**config.mk**
```make
export PLATFORM = sky130hd
export DESIGN_NAME = conv_result_sink
export DESIGN_NICKNAME = d
export VERILOG_FILES = /design/src/rtl/conv_result_sink.sv
export SDC_FILE = /design/constraint.sdc
export NUM_CORES = 2
export LEC_CHECK = 0
export CORE_UTILIZATION = 55
export DETAILED_ROUTE_END_ITERATION = 6
export PLACE_DENSITY = 0.7
export SLEW_MARGIN = 30
export SYNTH_ARGS = -nofsm -noshare
export SYNTH_HDL_FRONTEND = slang
export SYNTH_SLANG_ARGS = --single-unit
```
**constraint.sdc**
```tcl
create_clock -name CLK -period 10 [get_ports CLK]
set_input_delay 3 -clock CLK [delete_from_list [all_inputs] [get_ports CLK]]
set_output_delay 3 -clock CLK [all_outputs]
set_load 0.1 [all_outputs]
```
**src/rtl/conv_result_sink.sv**
```systemverilog
// Ping-pong frame buffer at the convolution output: frames are delimited by parity changes
// or by DEPTH, stored one per bank, and drained word by word by the CPU side.
module conv_result_sink #(
  parameter int DATA_W = 32,
  parameter int DEPTH  = 64,
  parameter int ADDR_W = 6
) (
  input  logic              CLK,
  input  logic              RST,
  input  logic [DATA_W-1:0] in_data,
  input  logic              in_we,
  input  logic              in_parity,
  input  logic              rd_en,
  output logic [DATA_W-1:0] rd_data,
  output logic              rd_valid,
  output logic              rd_last,
  output logic              frame_rdy,
  output logic [ADDR_W:0]   frame_len,
  output logic              overflow
);

  typedef enum logic [1:0] {EMPTY, FILLING, FULL} bank_st_t;

  localparam logic [ADDR_W:0] LEN_ONE = (ADDR_W+1)'(1);
  localparam logic [ADDR_W:0] DEPTH_L = (ADDR_W+1)'(DEPTH);

  logic [DATA_W-1:0] mem0 [DEPTH];
  logic [DATA_W-1:0] mem1 [DEPTH];

  bank_st_t        bank_st     [2];
  bank_st_t        bank_st_nx  [2];
  logic [ADDR_W:0] bank_len    [2];
  logic [ADDR_W:0] bank_len_nx [2];
  logic            wr_bank, wr_bank_nx;
  logic            rd_bank, rd_bank_nx;
  logic [ADDR_W:0] count, count_nx;
  logic [ADDR_W-1:0] rd_ptr, rd_ptr_nx;
  logic            par_ref, par_ref_nx;
  logic            ref_set, ref_set_nx;
  logic            discard, discard_nx;
  logic            overflow_nx;

  logic            rd_fire, rd_done;
  logic            change, accept, tgt;
  logic            wr_en0, wr_en1;
  logic [ADDR_W-1:0] wr_addr;

  assign frame_rdy = (bank_st[rd_bank] == FULL);
  assign frame_len = frame_rdy ? bank_len[rd_bank] : '0;
  assign rd_fire   = rd_en && frame_rdy;
  assign rd_done   = rd_fire && (({1'b0, rd_ptr} + LEN_ONE) == bank_len[rd_bank]);

  always_comb begin
    bank_st_nx  = bank_st;
    bank_len_nx = bank_len;
    wr_bank_nx  = wr_bank;
    rd_bank_nx  = rd_bank;
    count_nx    = count;
    rd_ptr_nx   = rd_ptr;
    par_ref_nx  = par_ref;
    ref_set_nx  = ref_set;
    discard_nx  = discard;
    overflow_nx = overflow;
    change      = 1'b0;
    accept      = 1'b0;
    tgt         = wr_bank;
    wr_en0      = 1'b0;
    wr_en1      = 1'b0;
    wr_addr     = '0;

    // Read side first: a bank released this cycle is already free for the write side below.
    if (rd_fire) begin
      rd_ptr_nx = rd_ptr + 1'b1;
      if (rd_done) begin
        bank_st_nx[rd_bank] = EMPTY;
        rd_bank_nx          = ~rd_bank;
        rd_ptr_nx           = '0;
      end
    end

    if (in_we) begin
      ref_set_nx = 1'b1;
      par_ref_nx = in_parity;
      change     = ref_set && (in_parity != par_ref);
      if (change && (count != '0)) begin
        bank_st_nx[wr_bank]  = FULL;
        bank_len_nx[wr_bank] = count;
        tgt                  = ~wr_bank;
        wr_bank_nx           = ~wr_bank;
        count_nx             = '0;
        accept               = (bank_st_nx[tgt] != FULL);
      end else if (discard && !change) begin
        accept = 1'b0;
      end else begin
        accept = (bank_st_nx[tgt] != FULL);
      end

      if (accept) begin
        wr_addr         = count_nx[ADDR_W-1:0];
        wr_en0          = ~tgt;
        wr_en1          = tgt;
        bank_st_nx[tgt] = FILLING;
        count_nx        = count_nx + LEN_ONE;
        discard_nx      = 1'b0;
        if (count_nx == DEPTH_L) begin
          bank_st_nx[tgt]  = FULL;
          bank_len_nx[tgt] = DEPTH_L;
          wr_bank_nx       = ~tgt;
          count_nx         = '0;
        end
      end else begin
        // Once a frame starts dropping, the remainder is dropped until a parity change.
        overflow_nx = 1'b1;
        discard_nx  = 1'b1;
      end
    end
  end

  always_ff @(posedge CLK) begin
    if (!RST) begin
      bank_st[0]  <= EMPTY;
      bank_st[1]  <= EMPTY;
      bank_len[0] <= '0;
      bank_len[1] <= '0;
      wr_bank     <= 1'b0;
      rd_bank     <= 1'b0;
      count       <= '0;
      rd_ptr      <= '0;
      par_ref     <= 1'b0;
      ref_set     <= 1'b0;
      discard     <= 1'b0;
      overflow    <= 1'b0;
    end else begin
      bank_st     <= bank_st_nx;
      bank_len    <= bank_len_nx;
      wr_bank     <= wr_bank_nx;
      rd_bank     <= rd_bank_nx;
      count       <= count_nx;
      rd_ptr      <= rd_ptr_nx;
      par_ref     <= par_ref_nx;
      ref_set     <= ref_set_nx;
      discard     <= discard_nx;
      overflow    <= overflow_nx;
    end
  end

  always_ff @(posedge CLK) begin
    if (RST && wr_en0) mem0[wr_addr] <= in_data;
    if (RST && wr_en1) mem1[wr_addr] <= in_data;
  end

  always_ff @(posedge CLK) begin
    if (!RST) begin
      rd_data  <= '0;
      rd_valid <= 1'b0;
      rd_last  <= 1'b0;
    end else begin
      rd_valid <= rd_fire;
      rd_last  <= rd_done;
      if (rd_fire) rd_data <= rd_bank ? mem1[rd_ptr] : mem0[rd_ptr];
    end
  end

endmodule

```
==> flow_summary.ini <==
[logic_synthesis]
synthArstFlopShare = 0
syn_inst = 6420
avgSynthCellArea_um2 = 24.8
syn-num-nets = 6459
synth_ff_type = edfxtp_1
synth_cell_type_count = 60
ys_seq_elements = 4173
yosys_warnings = 0
synth-edff-count = 4096
ys_seq_area_frac = 0.783
synth.cell_area_mm2 = 0.159

[placement]
portBuffers = 79
post_dp_cell_area_mm2 = 0.168
place_inst = 10100
place_ws_ns = 1.66
place_congestion = 0.951
dp_hpwl_um = 249000

[global_routing]
grt_use_total = 0.281
antenna_found_initial = 29
grt_pass1_wl_um = 565000
grt_overflow = 0
grt_max_degree = 163
grt_pass1_vias = 71900

[critical_path]
r2r_setup_slack_ns = 4.24
worstPathMaxFanout = 17
startpoint = in_parity
r2r_start = rd_bank
cp.arrival_ns = 8.00
rr_endpoint = mem0[34][8]
critPathLaunchType = primary input
worstPathCellList = clkdlybuf4s50_1 > xor2_1 > nand2_1 > o21ai_0 > o21a_1 > a22o_1 > nand3_2 > buf_4 > nor2_4 > buf_16
required_ns = 10.63
cp_slowest_cell = nand3_2
rr_worst_depth = 11
crit_type = primary input to flip-flop
critPathMaxStageDelay_ns = 0.92
critPathCaptureType = flip-flop

[finish]
nets = 6837
multi_input_area_mm2 = 0.0340
drive_above_1_share = 0.328
ff_latch_area_mm2 = 0.125
area_delta_synth_final_pct = 14.4
final_cells = 10900
design_area_mm2 = 0.182
n_fill_cell = 18100
layout_commonest_cell = edfxtp_1
final_cell_mix = edfxtp_1 (4096), mux4_2 (1312), clkbuf_16 (413), nor2_4 (128), buf_4 (122)

[timing]
tns_ns = 0
fin_crit_sh = 0.737
finalHoldViolCount = 0
worst_pin_slew_ns = 1.06
fin_skew_ns = 0.0521
fin_crit_ns = 7.37
max_freq_mhz = 136
setup_violations = 0
slew_viol_final = 0
relSlewSlack = 0.292
rsz0062_at_grt = no
final.setup.worst_slack_ns = 2.63

[floorplan]
die_h_um = 540
rows = 197
core_area_mm2 = 0.288
ios = 80
initial_core_util = 0.553
die_x_um = 540
die_area_mm2 = 0.291

[worst_hold_path]
hold_class = flip-flop to flip-flop
holdPathStages = 2
worstHoldStart = bank_len[7]
min_to = bank_len[7]

[drt]
vias_per_cell = 6.70
vias = 73300
wl_per_cell_um = 37.3
drt_iter0_drc = 11300
drc = 0
drtPass1Iterations = 6
wirelength_um = 408000
antenna_left = 0

[power_and_ir_drop]
irDropWorstVdd_v = 0.000147
leakagePower_uw = 0.0538
total_power_uw = 35200
power_density_mw_per_mm2 = 194

[clock_network]
path_clk_slew_ns = 0.06
cts_buffer_depth = 4
cts_hold_buf = 0
h-tree-depth = 5
cts_tree = done
clock_latency_ns = 0.99
post_cts_buffers = 0
cts_buffers = 408
cts_sinks = 4173
cts.repair.resized = 0
cts_root_buffer = clkbuf_16

[job]
maxCapViolations = 0

[run_status]
outcome = finished clean
-- synth_stat cells (all sizes together), types with 2 or more instances --
master  count  area (um^2)
nand2      36          135
dfxtp      77         1540
inv         6         22.5
or4         5         41.3
or3         5         31.3
ha          2         25.0
mux2i      16          160
a22oi       3         27.5
mux4     1312        29500
nand4      15         93.8
edfxtp   4096       123000
buf       130          602
nand3      23          115
a21oi      17         85.1
a31o        2         17.5
o211ai      5         37.5
mux2       34          387
nor4b       2         17.5
xnor2       6         52.6
a221oi      2         23.8
xor2        2         17.5
nor2b      33          206
a41o        3         31.3
a211oi     34          255
a31oi       2         12.5
clkbuf    227          853
nor2      200          753
and2        7         43.8
o21a        2         15.0
nand3b      3         22.5
nand2b      7         43.8
o21ai      17         85.1
o221ai     33          289
and3        4         25.0
nor3       39          211
-- power by group --
group          switching (uW)  leakage [uW]  internal, uW
Sequential               14.0        0.0374         19200
Clock                    6550       0.00645          8700
Combinational             592       0.00990           153
-- metrics by stage --
step | utilization | hold WS, ns
2_1_floorplan | - | 0.435
3_3_place_gp | 0.574 | 0.464
5_1_grt | 0.632 | 0.486
4_1_cts | 0.629 | 0.478
6_report | 0.632 | 0.474
3_5_place_dp | 0.583 | 0.460
-- worst max-delay path by stage --
stage | to | slack, ns | cells past startpoint
5_1_grt | mem0[34][18] | 2.58 | 10
3_3_place_gp | mem0[35][1] | 1.59 | 9
2_1_floorplan | mem1[12][0] | 3.41 | 10
4_1_cts | mem0[27][24] | 2.66 | 9
6_report | mem0[34][8] | 2.63 | 10
3_5_place_dp | mem0[27][16] | 1.66 | 9
-- worst max-delay path: cells and delay by family --
kind | cells | cell delay [ns]
and+or+nand+nor | 3 | 1.76
buffers and inverters | 3 | 1.67
AOI/OAI and AO/OA | 3 | 1.17
xor gates and xnor gates | 1 | 0.31
-- layout make-up --
class / count / share of cell area
diodes: 26 / 0.000358
repair buffers: 325 / 0.0285
flip-flops and latches: 4173 / 0.685
clock inverters: 246 / 0.0143
inverters: 6 / 0.000124
well taps: 3781 / 0.0260
clock buffers: 498 / 0.0589
multi-input cells: 1884 / 0.187
-- cell families (layout without fill, tap and decap cells) --
kind of cell,after synthesis,count (layout),synth area share
AO/OA/AOI/OAI,127,127,0.00591
XOR/XNOR,9,9,0.000590
adder cells (fa/ha/maj),2,2,0.000157
buffers and inverters,363,1075,0.00930
flip-flops,4173,4173,0.783
multiplexers,1362,1362,0.189
other,0,26,0
AND/OR/NAND/NOR,384,384,0.0113
-- state kept, by name, summed over array words and instances, names as in the netlist, 4 cells and up, named ones only --
signal / cells
rd_data: 32
bank_st: 4
mem1: 2048
rd_ptr: 6
bank_len: 14
mem0: 2048
count: 7
-- per-layer routing --
layer  wire length, um  track usage  up-vias
met1            155000        0.409    39500
li1                  -            -    28800
met4             14600       0.0879        4
met3             43700       0.0607      597
met2            194000        0.432     4425
met5                30            0        -
No activity file was read; power rests on OpenSTA's default activity.
